[config.mk]
export PLATFORM = sky130hd
export DESIGN_NAME = sgd_weight_update_flat
export DESIGN_NICKNAME = d
export VERILOG_FILES = /design/src/rtl/sgd_weight_update_pkg.sv /design/src/rtl/sgd_weight_update_if.sv /design/src/rtl/sgd_weight_update_fxp_mul_q16.sv /design/src/rtl/sgd_weight_update.sv /design/src/flat_wrapper.sv
export SDC_FILE = /design/constraint.sdc
export NUM_CORES = 2
export LEC_CHECK = 0
export CAP_MARGIN = 30
export CORE_MARGIN = 1
export CORE_UTILIZATION = 25
export CTS_CLUSTER_SIZE = 8
export DETAILED_ROUTE_END_ITERATION = 6
export GPL_TIMING_DRIVEN = 0
export PLACE_DENSITY = 0.38
export SYNTH_ARGS = -nofsm -noshare
export SYNTH_HDL_FRONTEND = slang
export SYNTH_HIERARCHICAL = 1
export SYNTH_SLANG_ARGS = --single-unit
[constraint.sdc]
create_clock -name clk -period 10.8 [get_ports clk]
set_input_delay 2.16 -clock clk [delete_from_list [all_inputs] [get_ports clk]]
set_output_delay 2.16 -clock clk [all_outputs]
set_load 0.02 [all_outputs]
[src/rtl/sgd_weight_update_pkg.sv]
// sgd_pkg: shared types, Q16.16 constants and the saturate-or-wrap helper
// used by the SGD weight-update stage and its fixed-point multiplier.
// Optional feature macro: SGD_SAT_EN (saturating arithmetic instead of wrap).
package sgd_pkg;

  typedef enum logic [2:0] {
    S_WAIT = 3'd0,
    S_RD_G = 3'd1,
    S_RD_W = 3'd2,
    S_EX   = 3'd3,
    S_WB   = 3'd4,
    S_DONE = 3'd5
  } state_t;

  localparam int          FRAC_BITS = 16;
  localparam logic [31:0] Q_MAX     = 32'h7FFF_FFFF;
  localparam logic [31:0] Q_MIN     = 32'h8000_0000;

  // Reduce a wide signed value to Q16.16: clamp to the representable range
  // when SGD_SAT_EN is defined, otherwise keep the low 32 bits (wrap).
  function automatic logic [31:0] sat_or_wrap(input logic signed [63:0] x);
    logic [31:0] r;
`ifdef SGD_SAT_EN
    if (x > 64'sh0000_0000_7FFF_FFFF) begin
      r = Q_MAX;
    end else if (x < 64'shFFFF_FFFF_8000_0000) begin
      r = Q_MIN;
    end else begin
      r = x[31:0];
    end
`else
    r = x[31:0];
`endif
    return r;
  endfunction

endpackage

[src/rtl/sgd_weight_update_if.sv]
// Start/done handshake plus single memory port of the SGD weight-update stage.
// slave = the update block itself, master = sequencer and memory side.
interface sgd_weight_update_if #(
  parameter int ADDR_W = 16,
  parameter int CNT_W  = 16
);
  logic              go;
  logic              done;
  logic [ADDR_W-1:0] grad_base;
  logic [ADDR_W-1:0] w_base;
  logic [CNT_W-1:0]  count;
  logic [31:0]       lr;
  logic              mem_req;
  logic              mem_we;
  logic [ADDR_W-1:0] mem_addr;
  logic [31:0]       mem_wdata;
  logic [31:0]       mem_rdata;
  logic              mem_ack;

  modport slave (
    input  go, grad_base, w_base, count, lr, mem_rdata, mem_ack,
    output done, mem_req, mem_we, mem_addr, mem_wdata
  );

  modport master (
    output go, grad_base, w_base, count, lr, mem_rdata, mem_ack,
    input  done, mem_req, mem_we, mem_addr, mem_wdata
  );
endinterface

[src/rtl/sgd_weight_update_fxp_mul_q16.sv]
// fxp_mul_q16: combinational signed Q16.16 multiply. The 64-bit product is
// arithmetic-shifted right by 16 (floor rounding) and reduced to 32 bits,
// saturating when SGD_SAT_EN is defined, wrapping otherwise.
module fxp_mul_q16
  import sgd_pkg::*;
(
  input  logic signed [31:0] a,
  input  logic signed [31:0] b,
  output logic        [31:0] p
);

  logic signed [63:0] prod_s;
  logic signed [63:0] shifted_s;

  // Full-precision product, drop the fractional bits, then narrow.
  always_comb begin
    prod_s    = 64'sd0;
    shifted_s = 64'sd0;
    prod_s    = a * b;
    shifted_s = prod_s >>> FRAC_BITS;
    p         = sat_or_wrap(shifted_s);
  end

endmodule

[src/rtl/sgd_weight_update.sv]
// sgd_weight_update: streams gradient/weight pairs through one memory port,
// computes w' = w - lr*g in Q16.16 and writes w' back in place.
// Optional feature macro: SGD_SAT_EN (saturate p and w' instead of wrapping).
module sgd_weight_update
  import sgd_pkg::*;
#(
  parameter int ADDR_W = 16,
  parameter int CNT_W  = 16
) (
  input  logic               clk,
  input  logic               rst_l,
  sgd_weight_update_if.slave bus
);

  state_t            state_r;
  logic [CNT_W-1:0]  idx_r;
  logic [ADDR_W-1:0] grad_base_r;
  logic [ADDR_W-1:0] w_base_r;
  logic [CNT_W-1:0]  count_r;
  logic [31:0]       lr_r;
  logic [31:0]       g_r;
  logic [31:0]       w_r;
  logic              done_r;
  logic              req_r;
  logic              we_r;
  logic [ADDR_W-1:0] addr_r;
  logic [31:0]       wdata_r;

  logic [31:0]        p_s;
  logic signed [32:0] diff_s;
  logic [31:0]        w_new_s;
  logic               last_s;
  logic [CNT_W-1:0]   idx_next_s;

  fxp_mul_q16 u_mul (
    .a (lr_r),
    .b (g_r),
    .p (p_s)
  );

  // 33-bit subtraction so the out-of-range case is visible before narrowing.
  always_comb begin
    diff_s     = $signed({w_r[31], w_r}) - $signed({p_s[31], p_s});
    w_new_s    = sat_or_wrap({{31{diff_s[32]}}, diff_s});
    last_s     = (idx_r == (count_r - CNT_W'(1)));
    idx_next_s = idx_r + CNT_W'(1);
  end

  // Control FSM; every memory-port output is a register held until its ack.
  always_ff @(posedge clk or posedge rst_l) begin
    if (rst_l) begin
      state_r     <= S_WAIT;
      idx_r       <= '0;
      grad_base_r <= '0;
      w_base_r    <= '0;
      count_r     <= '0;
      lr_r        <= 32'h0000_0000;
      g_r         <= 32'h0000_0000;
      w_r         <= 32'h0000_0000;
      done_r      <= 1'b0;
      req_r       <= 1'b0;
      we_r        <= 1'b0;
      addr_r      <= '0;
      wdata_r     <= 32'h0000_0000;
    end else begin
      case (state_r)
        S_WAIT: begin
          if (bus.go) begin
            grad_base_r <= bus.grad_base;
            w_base_r    <= bus.w_base;
            count_r     <= bus.count;
            lr_r        <= bus.lr;
            idx_r       <= '0;
            if (bus.count == '0) begin
              state_r <= S_DONE;
              done_r  <= 1'b1;
            end else begin
              state_r <= S_RD_G;
              req_r   <= 1'b1;
              we_r    <= 1'b0;
              addr_r  <= bus.grad_base;
            end
          end
        end
        S_RD_G: begin
          if (bus.mem_ack) begin
            g_r     <= bus.mem_rdata;
            state_r <= S_RD_W;
            addr_r  <= w_base_r + ADDR_W'(idx_r);
          end
        end
        S_RD_W: begin
          if (bus.mem_ack) begin
            w_r     <= bus.mem_rdata;
            state_r <= S_EX;
            req_r   <= 1'b0;
          end
        end
        S_EX: begin
          wdata_r <= w_new_s;
          req_r   <= 1'b1;
          we_r    <= 1'b1;
          addr_r  <= w_base_r + ADDR_W'(idx_r);
          state_r <= S_WB;
        end
        S_WB: begin
          if (bus.mem_ack) begin
            we_r <= 1'b0;
            if (last_s) begin
              req_r   <= 1'b0;
              done_r  <= 1'b1;
              state_r <= S_DONE;
            end else begin
              idx_r   <= idx_next_s;
              addr_r  <= grad_base_r + ADDR_W'(idx_next_s);
              state_r <= S_RD_G;
            end
          end
        end
        S_DONE: begin
          if (!bus.go) begin
            done_r  <= 1'b0;
            state_r <= S_WAIT;
          end
        end
        default: begin
          state_r <= S_WAIT;
          done_r  <= 1'b0;
          req_r   <= 1'b0;
          we_r    <= 1'b0;
        end
      endcase
    end
  end

  assign bus.done      = done_r;
  assign bus.mem_req   = req_r;
  assign bus.mem_we    = we_r;
  assign bus.mem_addr  = addr_r;
  assign bus.mem_wdata = wdata_r;

endmodule

[src/flat_wrapper.sv]
// flat-port wrapper written by rule: the top's interface ports become plain ports
module sgd_weight_update_flat import sgd_pkg::*;
#(
  parameter int ADDR_W = 16,
  parameter int CNT_W  = 16
)
  (clk, rst_l, bus_go, bus_grad_base, bus_w_base, bus_count, bus_lr, bus_mem_rdata, bus_mem_ack, bus_done, bus_mem_req, bus_mem_we, bus_mem_addr, bus_mem_wdata);
  sgd_weight_update_if #(.ADDR_W(ADDR_W), .CNT_W(CNT_W)) bus_i ();
  input  logic clk;
  input  logic rst_l;
  input wire logic [$bits(bus_i.go)-1:0] bus_go;
  input wire logic [$bits(bus_i.grad_base)-1:0] bus_grad_base;
  input wire logic [$bits(bus_i.w_base)-1:0] bus_w_base;
  input wire logic [$bits(bus_i.count)-1:0] bus_count;
  input wire logic [$bits(bus_i.lr)-1:0] bus_lr;
  input wire logic [$bits(bus_i.mem_rdata)-1:0] bus_mem_rdata;
  input wire logic [$bits(bus_i.mem_ack)-1:0] bus_mem_ack;
  output wire logic [$bits(bus_i.done)-1:0] bus_done;
  output wire logic [$bits(bus_i.mem_req)-1:0] bus_mem_req;
  output wire logic [$bits(bus_i.mem_we)-1:0] bus_mem_we;
  output wire logic [$bits(bus_i.mem_addr)-1:0] bus_mem_addr;
  output wire logic [$bits(bus_i.mem_wdata)-1:0] bus_mem_wdata;
  assign bus_i.go = bus_go;
  assign bus_i.grad_base = bus_grad_base;
  assign bus_i.w_base = bus_w_base;
  assign bus_i.count = bus_count;
  assign bus_i.lr = bus_lr;
  assign bus_i.mem_rdata = bus_mem_rdata;
  assign bus_i.mem_ack = bus_mem_ack;
  assign bus_done = bus_i.done;
  assign bus_mem_req = bus_i.mem_req;
  assign bus_mem_we = bus_i.mem_we;
  assign bus_mem_addr = bus_i.mem_addr;
  assign bus_mem_wdata = bus_i.mem_wdata;
  sgd_weight_update #(.ADDR_W(ADDR_W), .CNT_W(CNT_W)) u_core (.clk(clk), .rst_l(rst_l), .bus(bus_i));
endmodule
==> key figures <==
Route
  • First drt pass iteration count: 5
  • Via density: 4.52
  • DRC viols: 0
  • Per-cell routed wire length: 24.4 um
  • DRT iter0 DRCs: 1,765
  • Routed Antenna Nets: 1
  • Routed WL: 167,000 um
  • DR vias: 30,900

Worst setup path
  • Worst Path Max Fanout: 10
  • WP buf/inv: 5
  • R2R Path End: u_core/bus.mem_wdata[31]$_DFFE_PP0P_
  • Cell family with most CP delay: adder cells
  • CP startpoint kind: flip-flop
  • CP max stage delay: 950 ps
  • Setup Crit Path Kind: flip-flop to flip-flop
  • R2R Setup Slk: 410 ps
  • Slowest-stage cell, CP: dfrtp_1
  • Critical path data arrival time: 10,860 ps
  • Reg2Reg Depth: 30
  • CP most frequent cell: fa_1
  • CP Data Required Time: roughly 11,000 ps
  • RR Startpoint: u_core/g_r[31]$_DFFE_PP0P_
  • Crit end category: flip-flop

Global route
  • Vias in the first global route: 33,400
  • First-pass GRT wire length: roughly 250,000 um
  • GR Util All Layers: 0.208
  • Largest net degree at the start of global routing: 95
  • Gr ovfl total: 0
  • Initial antenna violation count: 13

STA
  • Period utilisation layout: 0.962
  • Worst-Margin Slew: 1090 ps
  • Min Tclk post-route: 10,390 ps
  • Slew HR: 0.272
  • Skew final: 18.9 ps
  • Final setup viols: 0
  • Fmax: 96.3 MHz
  • Pins Over Slew Limit: 0
  • Unrepaired setup endpoints after global routing: no
  • Final Hold Viols: 0

Die
  • Initial core utilization: 0.253
  • IO Pins: approximately 170
  • Std-Cell Rows: 147
  • Die Span X: 406 um
  • Core Footprint: 161,000 um2
  • Die height: 406 um
  • Full die area: 165,000 um2

Logic synthesis
  • Simple-gate share of the synthesized area: 0.175
  • Mapped Nets: 5,632
  • Largest area contributor in the netlist: fa_1
  • Leading post-synthesis cells by cell area: fa_1, dfrtp_1, inv_1, nand2_1, and2_1
  • Number of synthesized flops with an enable pin: 0
  • Area of the mapped netlist: 40,800 um2
  • Yosys warning count: 6
  • #FFs+latches synth: roughly 210
  • Adder-cell area share of the yosys netlist: 0.482
  • Register area share after synthesis: 0.131
  • Yosys cell types: 74
  • Syn avg cell area: 9.17 um2
  • Post-synthesis mux area share: 0.0176
  • XOR/XNOR share of the synthesized area: 0.0337
  • Compound-gate portion of the synthesized area: 0.0611
  • Main synth FF type: dfrtp_1
  • Largest family of logic cells by synthesized area: adder cells
  • Synth Instances: 4,448
  • Synth top area share: 0.413
  • Commonest cells post-synth: fa_1, inv_1, nand2_1
  • Ys async rst share: 1.00

Placement
  • Hpwl dp: between 100,000 and 150,000 um
  • Gpl congestion: 0.891
  • Port bufs: 165

Layout
  • Layout cells sized above 1: 0.0528
  • Area delta synth->final: 14.3%
  • Utilization after layout: 0.289
  • Filler instances: 17,400
  • Register area: 5370 um2
  • Area taken by multi-input logic gates: 31,400 um2
  • Final net count: 5,847

Run status
  • Status: complete, but fails checks
  • Failing checks: antenna rules

Clock network
  • CTS max path bufs: 3
  • Clock transition at path regs: 50 ps
  • Clk root buf: clkbuf_16
  • Sink Count: 214
  • CTS tree: built
  • Hold buffer count at CTS: 0
  • Skew-Pair Late Insertion Delay: 610 ps
  • TritonCTS buffer count: 36
  • H-tree depth: 2

Min path
  • Hold EP: u_core/lr_r[20]$_DFFE_PP0P_
  • Hold_sp: u_core/lr_r[20]$_DFFE_PP0P_
  • Worst Hold Class: flip-flop to flip-flop
  • Worst Hold Depth: 2

Run
  • Max cap viols: 0
[state kept, by name (all words and copies together), names as in the netlist]
signal	count
u_core/w_base_r	16
u_core/grad_base_r	16
u_core/bus.done	1
u_core/g_r	32
u_core/idx_r	16
u_core/lr_r	32
u_core/bus.mem_we	1
u_core/bus.mem_wdata	32
u_core/bus.mem_addr	16
u_core/w_r	32
u_core/bus.mem_req	1
u_core/state_r	3
u_core/count_r	16
[stage by stage]
stage | cells | cell area, um2 | setup TNS (ps) | hold slack (ps) | worst slack [ps]
detailed placement | 6790 | 45400 | -4250 | 468 | -551
CTS | 6837 | 46500 | 0 | 480 | 5.75
global route | 6837 | 46600 | 0 | 512 | 2.91
finish | 6847 | 46600 | 0 | 475 | 412
floorplan | 4448 | 40800 | 0 | 444 | 1960
global placement | 6773 | 45200 | -402510 | 462 | -2160
[final cells by class]
| cell class | instances | share of cell area |
|---|---|---|
| Clock buffer | 43 | 0.0203 |
| Inverter | 841 | 0.0678 |
| Sequential cell | 214 | 0.115 |
| Tap cell | 2160 | 0.0579 |
| Buffer | 221 | 0.0206 |
| Clock inverter | 9 | 0.00282 |
| Timing Repair Buffer | 185 | 0.0412 |
| Multi-Input combinational cell | 3164 | 0.674 |
| Antenna cell | 10 | 0.000537 |
[cell families (layout without fill, tap and decap cells)]
group                      after synthesis  in the layout
muxes                                   64             64
and+or+nand+nor                       1485           1485
AOI/OAI and AO/OA                      390            390
other                                    0             10
DFF                                    214            214
adders and majority gates             1068           1068
xor gates and xnor gates               157            157
buffers and inverters                 1070           1299
[worst register-to-register path, delay by kind of cell, from the launching register on]
kind            cells  cell delay [ps]
buf+inv             5             1030
xor+xnor            1              180
flops               1              950
fa+ha+maj          10             4740
compound gates     10             2610
simple gates        4              740
[timing repair]
item | in CTS | in global routing
setup endpoints to repair | 16 | 13
hold endpoints to repair | 0 | 0
gates resized for setup | 6 | 205
pin swaps | 0 | 1
setup buffers | 0 | 3
[routing by layer]
| metal | vias to the layer above | track usage | part of all wire |
|---|---|---|---|
| met5 | - | 0 | 0.000084 |
| met4 | 2 | 0.0315 | 0.015 |
| met3 | 116 | 0.0200 | 0.041 |
| met2 | 687 | 0.348 | 0.48 |
| met1 | 16300 | 0.294 | 0.47 |
| li1 | 13800 | - | - |
[worst max path at each step]
stage,start,endpoint,slack [ps],depth (start not counted)
2_1_floorplan,u_core/lr_r[18]$_DFFE_PP0P_,u_core/bus.mem_wdata[31]$_DFFE_PP0P_,1960,35
3_3_place_gp,u_core/lr_r[18]$_DFFE_PP0P_,u_core/bus.mem_wdata[30]$_DFFE_PP0P_,-2160,29
3_5_place_dp,u_core/lr_r[18]$_DFFE_PP0P_,u_core/bus.mem_wdata[31]$_DFFE_PP0P_,-550,35
4_1_cts,u_core/g_r[28]$_DFFE_PP0P_,u_core/bus.mem_wdata[31]$_DFFE_PP0P_,6,32
5_1_grt,u_core/g_r[16]$_DFFE_PP0P_,u_core/bus.mem_wdata[31]$_DFFE_PP0P_,3,35
6_report,u_core/g_r[31]$_DFFE_PP0P_,u_core/bus.mem_wdata[31]$_DFFE_PP0P_,410,30
[placed cells by master, fill, tap and decap left out, types with 101 or more instances in the layout]
master           instances
clkdlybuf4s50_1        165
fa_1                   841
a21oi_1                108
xnor2_1                104
nand2_1                779
clkbuf_1               137
inv_1                  840
dfrtp_1                204
and2_1                 466
o21ai_0                101
ha_1                   227
Power is left out: the tool's default activity adds up to more than one toggle a clock period on the data nets, which glitch-free logic cannot reach.
